[src/rtl/decode_stage_pkg.sv]
// Package rv32i: micro-op encoding, decode result type and immediate helpers shared by the
// decode stage and its combinational decoder. Optional M extension: DECODE_RV32M_EN.
package rv32i;

    typedef enum logic [4:0] {
        ALU_ADD, ALU_SUB, ALU_SLL, ALU_SLT, ALU_SLTU, ALU_XOR, ALU_SRL, ALU_SRA, ALU_OR, ALU_AND,
        ALU_EQ, ALU_NE, ALU_LT, ALU_GE, ALU_LTU, ALU_GEU,
        ALU_CSRW, ALU_CSRS, ALU_CSRC,
        ALU_MUL, ALU_MULH, ALU_MULHSU, ALU_MULHU, ALU_DIV, ALU_DIVU, ALU_REM, ALU_REMU
    } alu_op_t;

    typedef enum logic [2:0] {
        PC_INPUT_PLUS4, PC_INPUT_BRANCH, PC_INPUT_JAL, PC_INPUT_JALR, PC_INPUT_CSR
    } pc_input_t;

    typedef enum logic [1:0] {
        ALU_INPUT1_RS1, ALU_INPUT1_PC, ALU_INPUT1_ZERO, ALU_INPUT1_CSR
    } alu_input1_t;

    typedef enum logic [1:0] {
        ALU_INPUT2_RS2, ALU_INPUT2_IMM, ALU_INPUT2_RS1
    } alu_input2_t;

    typedef enum logic [2:0] {
        WB_NONE, WB_ALU, WB_MEM, WB_PC4, WB_CSR
    } wb_from_t;

    // Mask encodings mirror the LOAD/STORE funct3 field so decode can cast it directly.
    typedef enum logic [2:0] {
        MASK_B = 3'b000, MASK_H = 3'b001, MASK_W = 3'b010, MASK_BU = 3'b100, MASK_HU = 3'b101
    } mask_t;

    typedef enum logic { REG_WD = 1'b0, REG_WE = 1'b1 } we_t;
    typedef enum logic { MEM_LOAD = 1'b0, MEM_STORE = 1'b1 } mem_op_t;

    localparam logic [6:0] OPC_LUI      = 7'b0110111;
    localparam logic [6:0] OPC_AUIPC    = 7'b0010111;
    localparam logic [6:0] OPC_JAL      = 7'b1101111;
    localparam logic [6:0] OPC_JALR     = 7'b1100111;
    localparam logic [6:0] OPC_BRANCH   = 7'b1100011;
    localparam logic [6:0] OPC_LOAD     = 7'b0000011;
    localparam logic [6:0] OPC_STORE    = 7'b0100011;
    localparam logic [6:0] OPC_OP_IMM   = 7'b0010011;
    localparam logic [6:0] OPC_OP       = 7'b0110011;
    localparam logic [6:0] OPC_MISC_MEM = 7'b0001111;
    localparam logic [6:0] OPC_SYSTEM   = 7'b1110011;

    typedef struct packed {
        logic [4:0]  rs1;
        logic [4:0]  rs2;
        logic [4:0]  rd;
        logic [31:0] imm;
        logic [11:0] csr_addr;
        logic [4:0]  zimm;
        alu_op_t     alu_op;
        pc_input_t   pc_input_type;
        alu_input1_t alu_input1_type;
        alu_input2_t alu_input2_type;
        wb_from_t    wb_from;
        mask_t       reg_mask;
        mask_t       ram_mask;
        we_t         r_we;
        mem_op_t     mem_op;
        we_t         csr_we;
    } uop_t;

    localparam uop_t UOP_NOP = '{
        rs1: 5'd0, rs2: 5'd0, rd: 5'd0, imm: 32'd0, csr_addr: 12'd0, zimm: 5'd0,
        alu_op: ALU_ADD, pc_input_type: PC_INPUT_PLUS4,
        alu_input1_type: ALU_INPUT1_RS1, alu_input2_type: ALU_INPUT2_IMM,
        wb_from: WB_NONE, reg_mask: MASK_W, ram_mask: MASK_W,
        r_we: REG_WD, mem_op: MEM_LOAD, csr_we: REG_WD
    };

    typedef struct packed {
        uop_t uop;
        logic illegal;
    } decode_result_t;

    function automatic logic [31:0] imm_i(input logic [31:0] i);
        return {{20{i[31]}}, i[31:20]};
    endfunction

    function automatic logic [31:0] imm_s(input logic [31:0] i);
        return {{20{i[31]}}, i[31:25], i[11:7]};
    endfunction

    function automatic logic [31:0] imm_b(input logic [31:0] i);
        return {{20{i[31]}}, i[7], i[30:25], i[11:8], 1'b0};
    endfunction

    function automatic logic [31:0] imm_u(input logic [31:0] i);
        return {i[31:12], 12'd0};
    endfunction

    function automatic logic [31:0] imm_j(input logic [31:0] i);
        return {{12{i[31]}}, i[19:12], i[20], i[30:21], 1'b0};
    endfunction

endpackage

[src/rtl/decode_stage_core.sv]
// decode_core: purely combinational RV32I instruction decoder producing one micro-op plus an
// illegal flag. DECODE_RV32M_EN enables the M-extension encodings on the OP opcode.
module decode_core
    import rv32i::*;
(
    input  logic [31:0]    instr,
    output decode_result_t result
);

    logic [6:0] opcode;
    logic [2:0] funct3;
    logic [6:0] funct7;
    uop_t       uop;
    logic       illegal;

    assign opcode = instr[6:0];
    assign funct3 = instr[14:12];
    assign funct7 = instr[31:25];

    always_comb begin
        // NOTE: every output of this block gets a default first, so no path can infer a latch.
        uop     = UOP_NOP;
        illegal = 1'b0;
        case (opcode)
            OPC_LUI, OPC_AUIPC: begin
                uop.rd              = instr[11:7];
                uop.imm             = imm_u(instr);
                uop.alu_input1_type = (opcode == OPC_LUI) ? ALU_INPUT1_ZERO : ALU_INPUT1_PC;
                uop.wb_from         = WB_ALU;
                uop.r_we            = REG_WE;
            end
            OPC_JAL: begin
                uop.rd              = instr[11:7];
                uop.imm             = imm_j(instr);
                uop.alu_input1_type = ALU_INPUT1_PC;
                uop.pc_input_type   = PC_INPUT_JAL;
                uop.wb_from         = WB_PC4;
                uop.r_we            = REG_WE;
            end
            OPC_JALR: begin
                uop.rs1           = instr[19:15];
                uop.rd            = instr[11:7];
                uop.imm           = imm_i(instr);
                uop.pc_input_type = PC_INPUT_JALR;
                uop.wb_from       = WB_PC4;
                uop.r_we          = REG_WE;
            end
            OPC_BRANCH: begin
                uop.rs1             = instr[19:15];
                uop.rs2             = instr[24:20];
                uop.imm             = imm_b(instr);
                uop.alu_input2_type = ALU_INPUT2_RS2;
                uop.pc_input_type   = PC_INPUT_BRANCH;
                case (funct3)
                    3'b000:  uop.alu_op = ALU_EQ;
                    3'b001:  uop.alu_op = ALU_NE;
                    3'b100:  uop.alu_op = ALU_LT;
                    3'b101:  uop.alu_op = ALU_GE;
                    3'b110:  uop.alu_op = ALU_LTU;
                    3'b111:  uop.alu_op = ALU_GEU;
                    default: illegal = 1'b1;
                endcase
            end
            OPC_LOAD: begin
                uop.rs1      = instr[19:15];
                uop.rd       = instr[11:7];
                uop.imm      = imm_i(instr);
                uop.wb_from  = WB_MEM;
                uop.r_we     = REG_WE;
                uop.reg_mask = mask_t'(funct3);
                illegal      = (funct3 == 3'b011) || (funct3 == 3'b110) || (funct3 == 3'b111);
            end
            OPC_STORE: begin
                uop.rs1      = instr[19:15];
                uop.rs2      = instr[24:20];
                uop.imm      = imm_s(instr);
                uop.mem_op   = MEM_STORE;
                uop.ram_mask = mask_t'(funct3);
                illegal      = (funct3 >= 3'b011);
            end
            OPC_OP_IMM: begin
                uop.rs1     = instr[19:15];
                uop.rd      = instr[11:7];
                uop.imm     = imm_i(instr);
                uop.wb_from = WB_ALU;
                uop.r_we    = REG_WE;
                case (funct3)
                    3'b000: uop.alu_op = ALU_ADD;
                    3'b010: uop.alu_op = ALU_SLT;
                    3'b011: uop.alu_op = ALU_SLTU;
                    3'b100: uop.alu_op = ALU_XOR;
                    3'b110: uop.alu_op = ALU_OR;
                    3'b111: uop.alu_op = ALU_AND;
                    3'b001: begin
                        uop.alu_op = ALU_SLL;
                        uop.imm    = {27'd0, instr[24:20]};
                        illegal    = (funct7 != 7'b0000000);
                    end
                    default: begin
                        uop.alu_op = (funct7 == 7'b0100000) ? ALU_SRA : ALU_SRL;
                        uop.imm    = {27'd0, instr[24:20]};
                        illegal    = (funct7 != 7'b0000000) && (funct7 != 7'b0100000);
                    end
                endcase
            end
            OPC_OP: begin
                uop.rs1             = instr[19:15];
                uop.rs2             = instr[24:20];
                uop.rd              = instr[11:7];
                uop.alu_input2_type = ALU_INPUT2_RS2;
                uop.wb_from         = WB_ALU;
                uop.r_we            = REG_WE;
                case (funct7)
                    7'b0000000: begin
                        case (funct3)
                            3'b000:  uop.alu_op = ALU_ADD;
                            3'b001:  uop.alu_op = ALU_SLL;
                            3'b010:  uop.alu_op = ALU_SLT;
                            3'b011:  uop.alu_op = ALU_SLTU;
                            3'b100:  uop.alu_op = ALU_XOR;
                            3'b101:  uop.alu_op = ALU_SRL;
                            3'b110:  uop.alu_op = ALU_OR;
                            default: uop.alu_op = ALU_AND;
                        endcase
                    end
                    7'b0100000: begin
                        case (funct3)
                            3'b000:  uop.alu_op = ALU_SUB;
                            3'b101:  uop.alu_op = ALU_SRA;
                            default: illegal = 1'b1;
                        endcase
                    end
`ifdef DECODE_RV32M_EN
                    7'b0000001: begin
                        case (funct3)
                            3'b000:  uop.alu_op = ALU_MUL;
                            3'b001:  uop.alu_op = ALU_MULH;
                            3'b010:  uop.alu_op = ALU_MULHSU;
                            3'b011:  uop.alu_op = ALU_MULHU;
                            3'b100:  uop.alu_op = ALU_DIV;
                            3'b101:  uop.alu_op = ALU_DIVU;
                            3'b110:  uop.alu_op = ALU_REM;
                            default: uop.alu_op = ALU_REMU;
                        endcase
                    end
`else
`endif
                    default: illegal = 1'b1;
                endcase
            end
            OPC_MISC_MEM: ;  // FENCE / FENCE.I have no effect in this pipeline
            OPC_SYSTEM: begin
                uop.csr_addr = instr[31:20];
                case (funct3)
                    3'b000:  uop.pc_input_type = PC_INPUT_CSR;
                    3'b100:  illegal = 1'b1;
                    default: begin
                        // Immediate forms carry zimm in the rs1 slot; keep rs1 clear so no
                        // register read or hazard is implied.
                        uop.rd              = instr[11:7];
                        uop.alu_input1_type = ALU_INPUT1_CSR;
                        uop.wb_from         = WB_CSR;
                        uop.r_we            = REG_WE;
                        uop.csr_we          = REG_WE;
                        if (funct3[2]) begin
                            uop.zimm            = instr[19:15];
                            uop.imm             = {27'd0, instr[19:15]};
                            uop.alu_input2_type = ALU_INPUT2_IMM;
                        end else begin
                            uop.rs1             = instr[19:15];
                            uop.alu_input2_type = ALU_INPUT2_RS1;
                        end
                        case (funct3[1:0])
                            2'b01:   uop.alu_op = ALU_CSRW;
                            2'b10:   uop.alu_op = ALU_CSRS;
                            default: uop.alu_op = ALU_CSRC;
                        endcase
                    end
                endcase
            end
            default: illegal = 1'b1;
        endcase
    end

    assign result.uop     = illegal ? UOP_NOP : uop;
    assign result.illegal = illegal;

endmodule

[src/rtl/decode_stage.sv]
// decode_stage: registered RV32I decode between fetch and execute, queuing decoded uops in a
// DEPTH-entry FIFO with valid/ready on both sides. M extension via DECODE_RV32M_EN.
module decode_stage
    import rv32i::*;
#(
    parameter int DEPTH    = 2,
    parameter int PC_WIDTH = 32
) (
    input  logic                clk,
    input  logic                rst,
    input  logic                flush,
    input  logic                in_valid,
    output logic                in_ready,
    input  logic [PC_WIDTH-1:0] in_pc,
    input  logic [31:0]         in_instr,
    output logic                out_valid,
    input  logic                out_ready,
    output logic [PC_WIDTH-1:0] out_pc,
    output uop_t                out_uop,
    output logic                out_illegal
);

    localparam int PTR_W = (DEPTH > 1) ? $clog2(DEPTH) : 1;
    localparam int CNT_W = $clog2(DEPTH + 1);

    typedef struct packed {
        logic [PC_WIDTH-1:0] pc;
        decode_result_t      res;
    } entry_t;

    entry_t             mem [DEPTH];
    entry_t             last_q;
    entry_t             head;
    decode_result_t     dec;
    logic [PTR_W-1:0]   wr_ptr;
    logic [PTR_W-1:0]   rd_ptr;
    logic [CNT_W-1:0]   count;
    logic               push;
    logic               pop;

    function automatic logic [PTR_W-1:0] ptr_inc(input logic [PTR_W-1:0] p);
        return (p == PTR_W'(DEPTH - 1)) ? '0 : p + PTR_W'(1);
    endfunction

    decode_core u_core (
        .instr  (in_instr),
        .result (dec)
    );

    // Ready depends only on registered occupancy so there is no out_ready -> in_ready path.
    assign in_ready  = (count < CNT_W'(DEPTH)) && !flush;
    assign out_valid = (count != '0);
    assign push      = in_valid && in_ready;
    assign pop       = out_valid && out_ready;

    always_ff @(posedge clk) begin
        if (rst || flush) begin
            count  <= '0;
            wr_ptr <= '0;
            rd_ptr <= '0;
        end else begin
            if (push) wr_ptr <= ptr_inc(wr_ptr);
            if (pop)  rd_ptr <= ptr_inc(rd_ptr);
            case ({push, pop})
                2'b10:   count <= count + CNT_W'(1);
                2'b01:   count <= count - CNT_W'(1);
                default: ;
            endcase
        end
    end

    // NOTE: storage is deliberately not reset; count gates every read, so stale entries are
    // never visible.
    always_ff @(posedge clk) begin
        if (push) mem[wr_ptr] <= '{pc: in_pc, res: dec};
    end

    // Remembers the last head shown so outputs hold steady while the queue is empty.
    always_ff @(posedge clk) begin
        if (rst) begin
            last_q <= '{pc: '0, res: '{uop: UOP_NOP, illegal: 1'b0}};
        end else if (out_valid) begin
            last_q <= mem[rd_ptr];
        end
    end

    assign head        = out_valid ? mem[rd_ptr] : last_q;
    assign out_pc      = head.pc;
    assign out_uop     = head.res.uop;
    assign out_illegal = head.res.illegal;

endmodule
[config.mk]
export PLATFORM = sky130hd
export DESIGN_NAME = decode_stage
export DESIGN_NICKNAME = d
export VERILOG_FILES = /design/src/rtl/decode_stage_pkg.sv /design/src/rtl/decode_stage_core.sv /design/src/rtl/decode_stage.sv
export SDC_FILE = /design/constraint.sdc
export NUM_CORES = 1
export LEC_CHECK = 0
export CAP_MARGIN = 15
export CORE_UTILIZATION = 35
export DETAILED_ROUTE_END_ITERATION = 10
export PLACE_DENSITY_LB_ADDON = 0.08
export SLEW_MARGIN = 20
export SYNTH_ARGS = -nofsm -noshare
export SYNTH_HDL_FRONTEND = slang
export SYNTH_SLANG_ARGS = --single-unit
[constraint.sdc]
create_clock -name clk -period 21.7 [get_ports clk]
set_clock_uncertainty 0.15 [all_clocks]
set_input_delay 4.34 -clock clk [delete_from_list [all_inputs] [get_ports clk]]
set_output_delay 4.34 -clock clk [all_outputs]
set_load 0.01 [all_outputs]
# ---- Yosys cells after proc, flatten, opt, wreduce, memory -nomap -nowiden
# Memories as Yosys holds them, arrays and structs flattened. A register that Yosys moved wholly into a read port is not among the register bits.
# Index checks and enable logic that the tools add are counted.
dict set report classes {
  n_addsub 4
  order_cmp 2
  eq_ne 24
  n_mux 49
  reduce_logical 26
}
# cell count
set op_table {}
lappend op_table {{case mux 32 bit (7 select lines)} 1}
lappend op_table {{two-way mux 121 bit} 1}
lappend op_table {{two-way mux 88 bit} 1}
lappend op_table {{two-way mux 37 bit} 1}
lappend op_table {{case mux 5 bit (7 select lines)} 1}
lappend op_table {{two-way mux 32 bit} 1}
lappend op_table {{case mux 5 bit (2 select lines)} 3}
lappend op_table {{equality test 7 x 6 -> 1 bit (second input constant)} 4}
lappend op_table {{equality test 7 bit (second input constant)} 4}
lappend op_table {{case mux 4 bit (7 select lines)} 1}
lappend op_table {{two-way mux 5 bit} 5}
lappend op_table {{case mux 3 bit (4 select lines)} 2}
lappend op_table {{case mux 4 bit (6 select lines)} 1}
lappend op_table {{case mux 5 bit (4 select lines)} 1}
lappend op_table {{OR reduction 6 bit} 3}
lappend op_table {{two-way mux 17 bit} 1}
lappend op_table {{equality test 7 x 5 -> 1 bit (second input constant)} 2}
lappend op_table {{two-way mux 1 bit} 13}
lappend op_table {{equality test 3 bit (second input constant)} 4}
lappend op_table {{case mux 2 bit (2 select lines)} 3}
lappend op_table {{OR reduction 2 bit} 6}
lappend op_table {{two-way mux 10 bit} 1}
lappend op_table {{two-way mux 3 bit} 3}
lappend op_table {{equality test 7 x 2 -> 1 bit (second input constant)} 1}
lappend op_table {{other kinds (28)} 41}
dict set report totals {
  register_bits 125
  mem_bits_rw 242
  in_bits 69
  out_inout_bits 123
  elab_cells 127
  memories 1
}
# name depth width read_ports rd_ports_with_merged_regs write_ports line_no
set mem_list {}
lappend mem_list {mem 2 121 1 1 1 decode_stage.sv:31} ;# entry_t mem [DEPTH];

# ---- Depth between registers and ports, before layout
dict set report logic_depth {
  word_depth 6
  mapped_depth 9
  mapped_depth_nobuf 8
}

# ---- By module
# From an unflattened synthesis, not the netlist that was laid out.
dict set report hier_totals {
  cells_unflattened 1211
  area_unflattened_um2 15297.2
}
# module n_inst cells_each area_each_um2 seq_area_each_um2
set by_module_without_submodules {}
lappend by_module_without_submodules {decode_stage 1 940 13730.7 9789.4}
lappend by_module_without_submodules {decode_core 1 271 1566.5 0.0}

# ---- Least setup slack after synthesis
# Ideal clock, no wire load.
dict set report synth_path {
  kind {input to register}
  startpoint {in flush}
  endpoint {mem mem[0][0] (netlist bit) (enable)}
  setup_time_ns 0.603
  t_arrival_ns 9.755
  t_required_ns 20.947
  slack_ns 11.192
  stages 3
  path_buffers 0
  path_cell_list {nor2_1 -> nand2_1 -> nor2_1}
}
dict set report synth_via {
  elab_chain_cells 5
}
# element line_no
set synth_rtl {}
lappend synth_rtl {{from (decl)} decode_stage.sv:11} ;# input logic flush,
lappend synth_rtl {{zero test 1 bit} decode_stage.sv:51} ;# assign in_ready = (count < CNT_W'(DEPTH)) && !flush;
lappend synth_rtl {{logical AND 1 bit} decode_stage.sv:51}
lappend synth_rtl {{logical AND 1 bit} decode_stage.sv:53} ;# assign push = in_valid && in_ready;
lappend synth_rtl {{two-way mux 1 bit} decode_stage.sv:75} ;# if (push) mem[wr_ptr] <= '{pc: in_pc, res: dec};
lappend synth_rtl {{two-way mux 1 bit (not written as such)} decode_stage.sv:75}
lappend synth_rtl {{to (decl)} decode_stage.sv:31}
# Every way passes these cells.

# ---- Worst setup path in the final report
dict set report layout_path {
  startpoint {in flush}
  endpoint {out in_ready}
}
dict set report layout_via {
  elab_chain_cells 2
}
# element line_no
set layout_rtl {}
lappend layout_rtl {{zero test 1 bit} decode_stage.sv:51}
lappend layout_rtl {{logical AND 1 bit} decode_stage.sv:51}
lappend layout_rtl {{to (decl)} decode_stage.sv:13} ;# output logic in_ready,
# Every way passes these cells.

==> flow_summary.yaml <==
run_status:
  status: "finished, violations left"
  violations: "DRC"
placement:
  dp_slack_ns: 11.60
  portBuffers: 191
  place_congestion: 0.839
  dp_hpwl_um: 23100
clocking:
  cts-resized-gates: 0
  clkSinkCount: 368
  cts_tree: "done"
  cts_max_path_buffers: 3
  path_clk_slew_ns: 0.06
  root_buffer: "clkbuf_16"
  cts_hold_buf: 0
  htree_levels: 2
  cts_made_buffers: 42
  clk_latency_ns: 0.55
  post_cts.repair.setup_buffers: 0
power:
  p_seq_frac: 0.495
  total_power_mw: 1.55
  ir_worst_vdd_mv: 0.0457
  power_density_nw_per_um2: 84.3
  swShare: 0.219
  cellLeakagePower_nw: 5.92
  intPower_mw: 1.21
  combPwrFrac: 0.071
  p_switching_mw: 0.339
  pwr-share-clk: 0.434
global_routing:
  grt_overflow_total: 0
  grt_pass1_wl_um: 54200
  grt_pass1_vias: 9063
  antenna_found_initial: 3
  grt.total_usage: 0.170
  grt_start_max_net_pins: 109
sta:
  max_freq_ghz: 0.0990
  slew_viol_final: 0
  setup_viol: 0
  fin_ws_ns: 11.60
  finalCritPeriodShare: 0.466
  worstMarginPinSlew_ns: 1.06
  hold_viol_final: 0
  max_slew_margin: 0.290
  tns_ns: 0
  grt_setup_unrepaired: "false"
  final.min_clock_period_ns: 10.10
route:
  vias: 9322
  drt_iter0_drc: 550
  drcViolationCount: 20
  antenna_left: 0
  dr.pass1.iters: 10
  wl_um: 35900
  wl_per_cell_um: 18.6
  viasPerCell: 4.83
run:
  maxCapViolCount: 0
critical_path:
  cp_cell_sequence: "clkdlybuf4s50_1, nor2_1, clkdlybuf4s50_1"
  worstSetupEndpointType: "primary output"
  start_kind: "primary input"
  cp.arrival_ns: 5.61
  timing.critical_path.buf_inv: 2
  worst_path_most_repeated_cell: "clkdlybuf4s50_1"
  critPathKind: "primary input to primary output"
  worstPathRequired_ns: 17.21
  max_stage_delay_ns: 0.57
  critPathSlowestCell: "clkdlybuf4s50_1"
  cp_max_fo: 6
  crit_family: "buffers and inverters"
yosys:
  syn_area_um2: 14600
  synthFlopType: "edfxtp_1"
  synth.avg_cell_area_um2: 12.3
  syn_inst: 1195
  yosysWarnings: 0
  async_flop_share: 0
  synth-seq-cells: 368
  seq_area_frac_synth: 0.668
  synth_edf_count: 242
  ys_types: 58
floorplanning:
  die_h_um: 207
  die_area_um2: 42700
  rows: 74
  start_util: 0.357
  core_area_um2: 41000
  boundaryPins: 192
  die_x_um: 207
worst_hold_path:
  min_path_type: "flip-flop to flip-flop"
finish:
  final_cell_mix: "edfxtp_1, clkdlybuf4s50_1, nand2_1"
  layout_commonest_cell: "edfxtp_1"
  final_nets: 1435
  syn_to_final_growth_pct: 25.2
  layout-drive-gt1-share: 0.0622
metal layers:
| layer | up-vias | share of wire | track usage |
|---|---|---|---|
| li1 | 4579 | - | - |
| met1 | 4440 | 0.47 | 0.241 |
| met2 | 237 | 0.43 | 0.252 |
| met3 | 62 | 0.066 | 0.0399 |
| met4 | 4 | 0.030 | 0.0601 |
| met5 | - | 0.00067 | 0 |
stage by stage:
step | utilization | instance area (um^2) | hold WS, ns | instances
2_1_floorplan | - | 14600 | 0.370 | 1196
5_1_grt | 0.447 | 18300 | 0.415 | 1930
3_5_place_dp | 0.415 | 17000 | 0.386 | 1853
4_1_cts | 0.447 | 18300 | 0.395 | 1930
6_report | 0.447 | 18300 | 0.397 | 1931
3_3_place_gp | 0.414 | 17000 | 0.388 | 1852
cell families (layout without fill, tap and decap cells):
group	after synthesis	count (layout)	synth area share
adder cells (fa/ha/maj)	1	1	0.000854
buffers and inverters	85	287	0.0246
multiplexers	122	122	0.0834
AO/OA/AOI/OAI	193	193	0.0749
AND/OR/NAND/NOR	419	419	0.144
XOR/XNOR	6	6	0.00359
flip-flops	368	368	0.668
other	1	3	0.000256
power groups by stage:
stage	clock network, mW	logic [mW]	registers, mW
floorplan	0	0.0537	0.781
global placement	0	0.110	0.780
detailed placement	0	0.111	0.780
CTS	0.697	0.112	0.766
global route	0.720	0.121	0.767
finish	0.670	0.110	0.765
flip-flops by register name (all words and copies together), names as in the netlist, named ones only:
name,flops
rd_ptr,1
count,2
mem,242
last_q,121
wr_ptr,1
final timing paths:
| kind | startpoint | cells after the start | slack [ns] | endpoint |
|---|---|---|---|---|
| worst min-delay path | rd_ptr | 2 | 0.40 | flip-flop |
| worst max register to register | count[1] | 5 | 18.25 | mem[0][48] |
| worst max-delay path | flush | 3 | 11.60 | in_ready |
| worst min register to register | rd_ptr | 2 | 0.40 | flip-flop |
cells in the mapped netlist, drive strengths merged, types with 5 or more instances:
| library cell | instances | share of area |
|---|---|---|
| nor2b | 124 | 0.053 |
| nand3 | 17 | 0.0058 |
| clkbuf | 45 | 0.012 |
| nor3 | 16 | 0.0055 |
| edfxtp | 242 | 0.50 |
| and3 | 8 | 0.0034 |
| a21oi | 27 | 0.0092 |
| nand2 | 169 | 0.043 |
| mux2i | 122 | 0.083 |
| buf | 31 | 0.011 |
| nor2 | 38 | 0.0099 |
| dfxtp | 126 | 0.17 |
| o21ai | 135 | 0.046 |
| inv | 9 | 0.0023 |
| and2 | 20 | 0.0085 |
| or2 | 5 | 0.0021 |
area by class of cell:
cell class / instances / area [um^2]
Antenna cell: 1 / 2.50
Clock buffer: 59 / 1200
Clock inverter: 18 / 113
Fill cell: 3805 / 22700
Inverter: 9 / 33.8
Multi-Input combinational cell: 743 / 4520
Sequential cell: 368 / 9790
Tap cell: 532 / 666
Timing Repair Buffer: 201 / 2010
worst min-delay path: cells and delay by family (launching register included):
family / cells / cell delay [ns]
xor gates and xnor gates: 1 / 0.14
and+or+nand+nor: 1 / 0.05
DFF: 1 / 0.32
No activity file was read; power rests on OpenSTA's default activity.
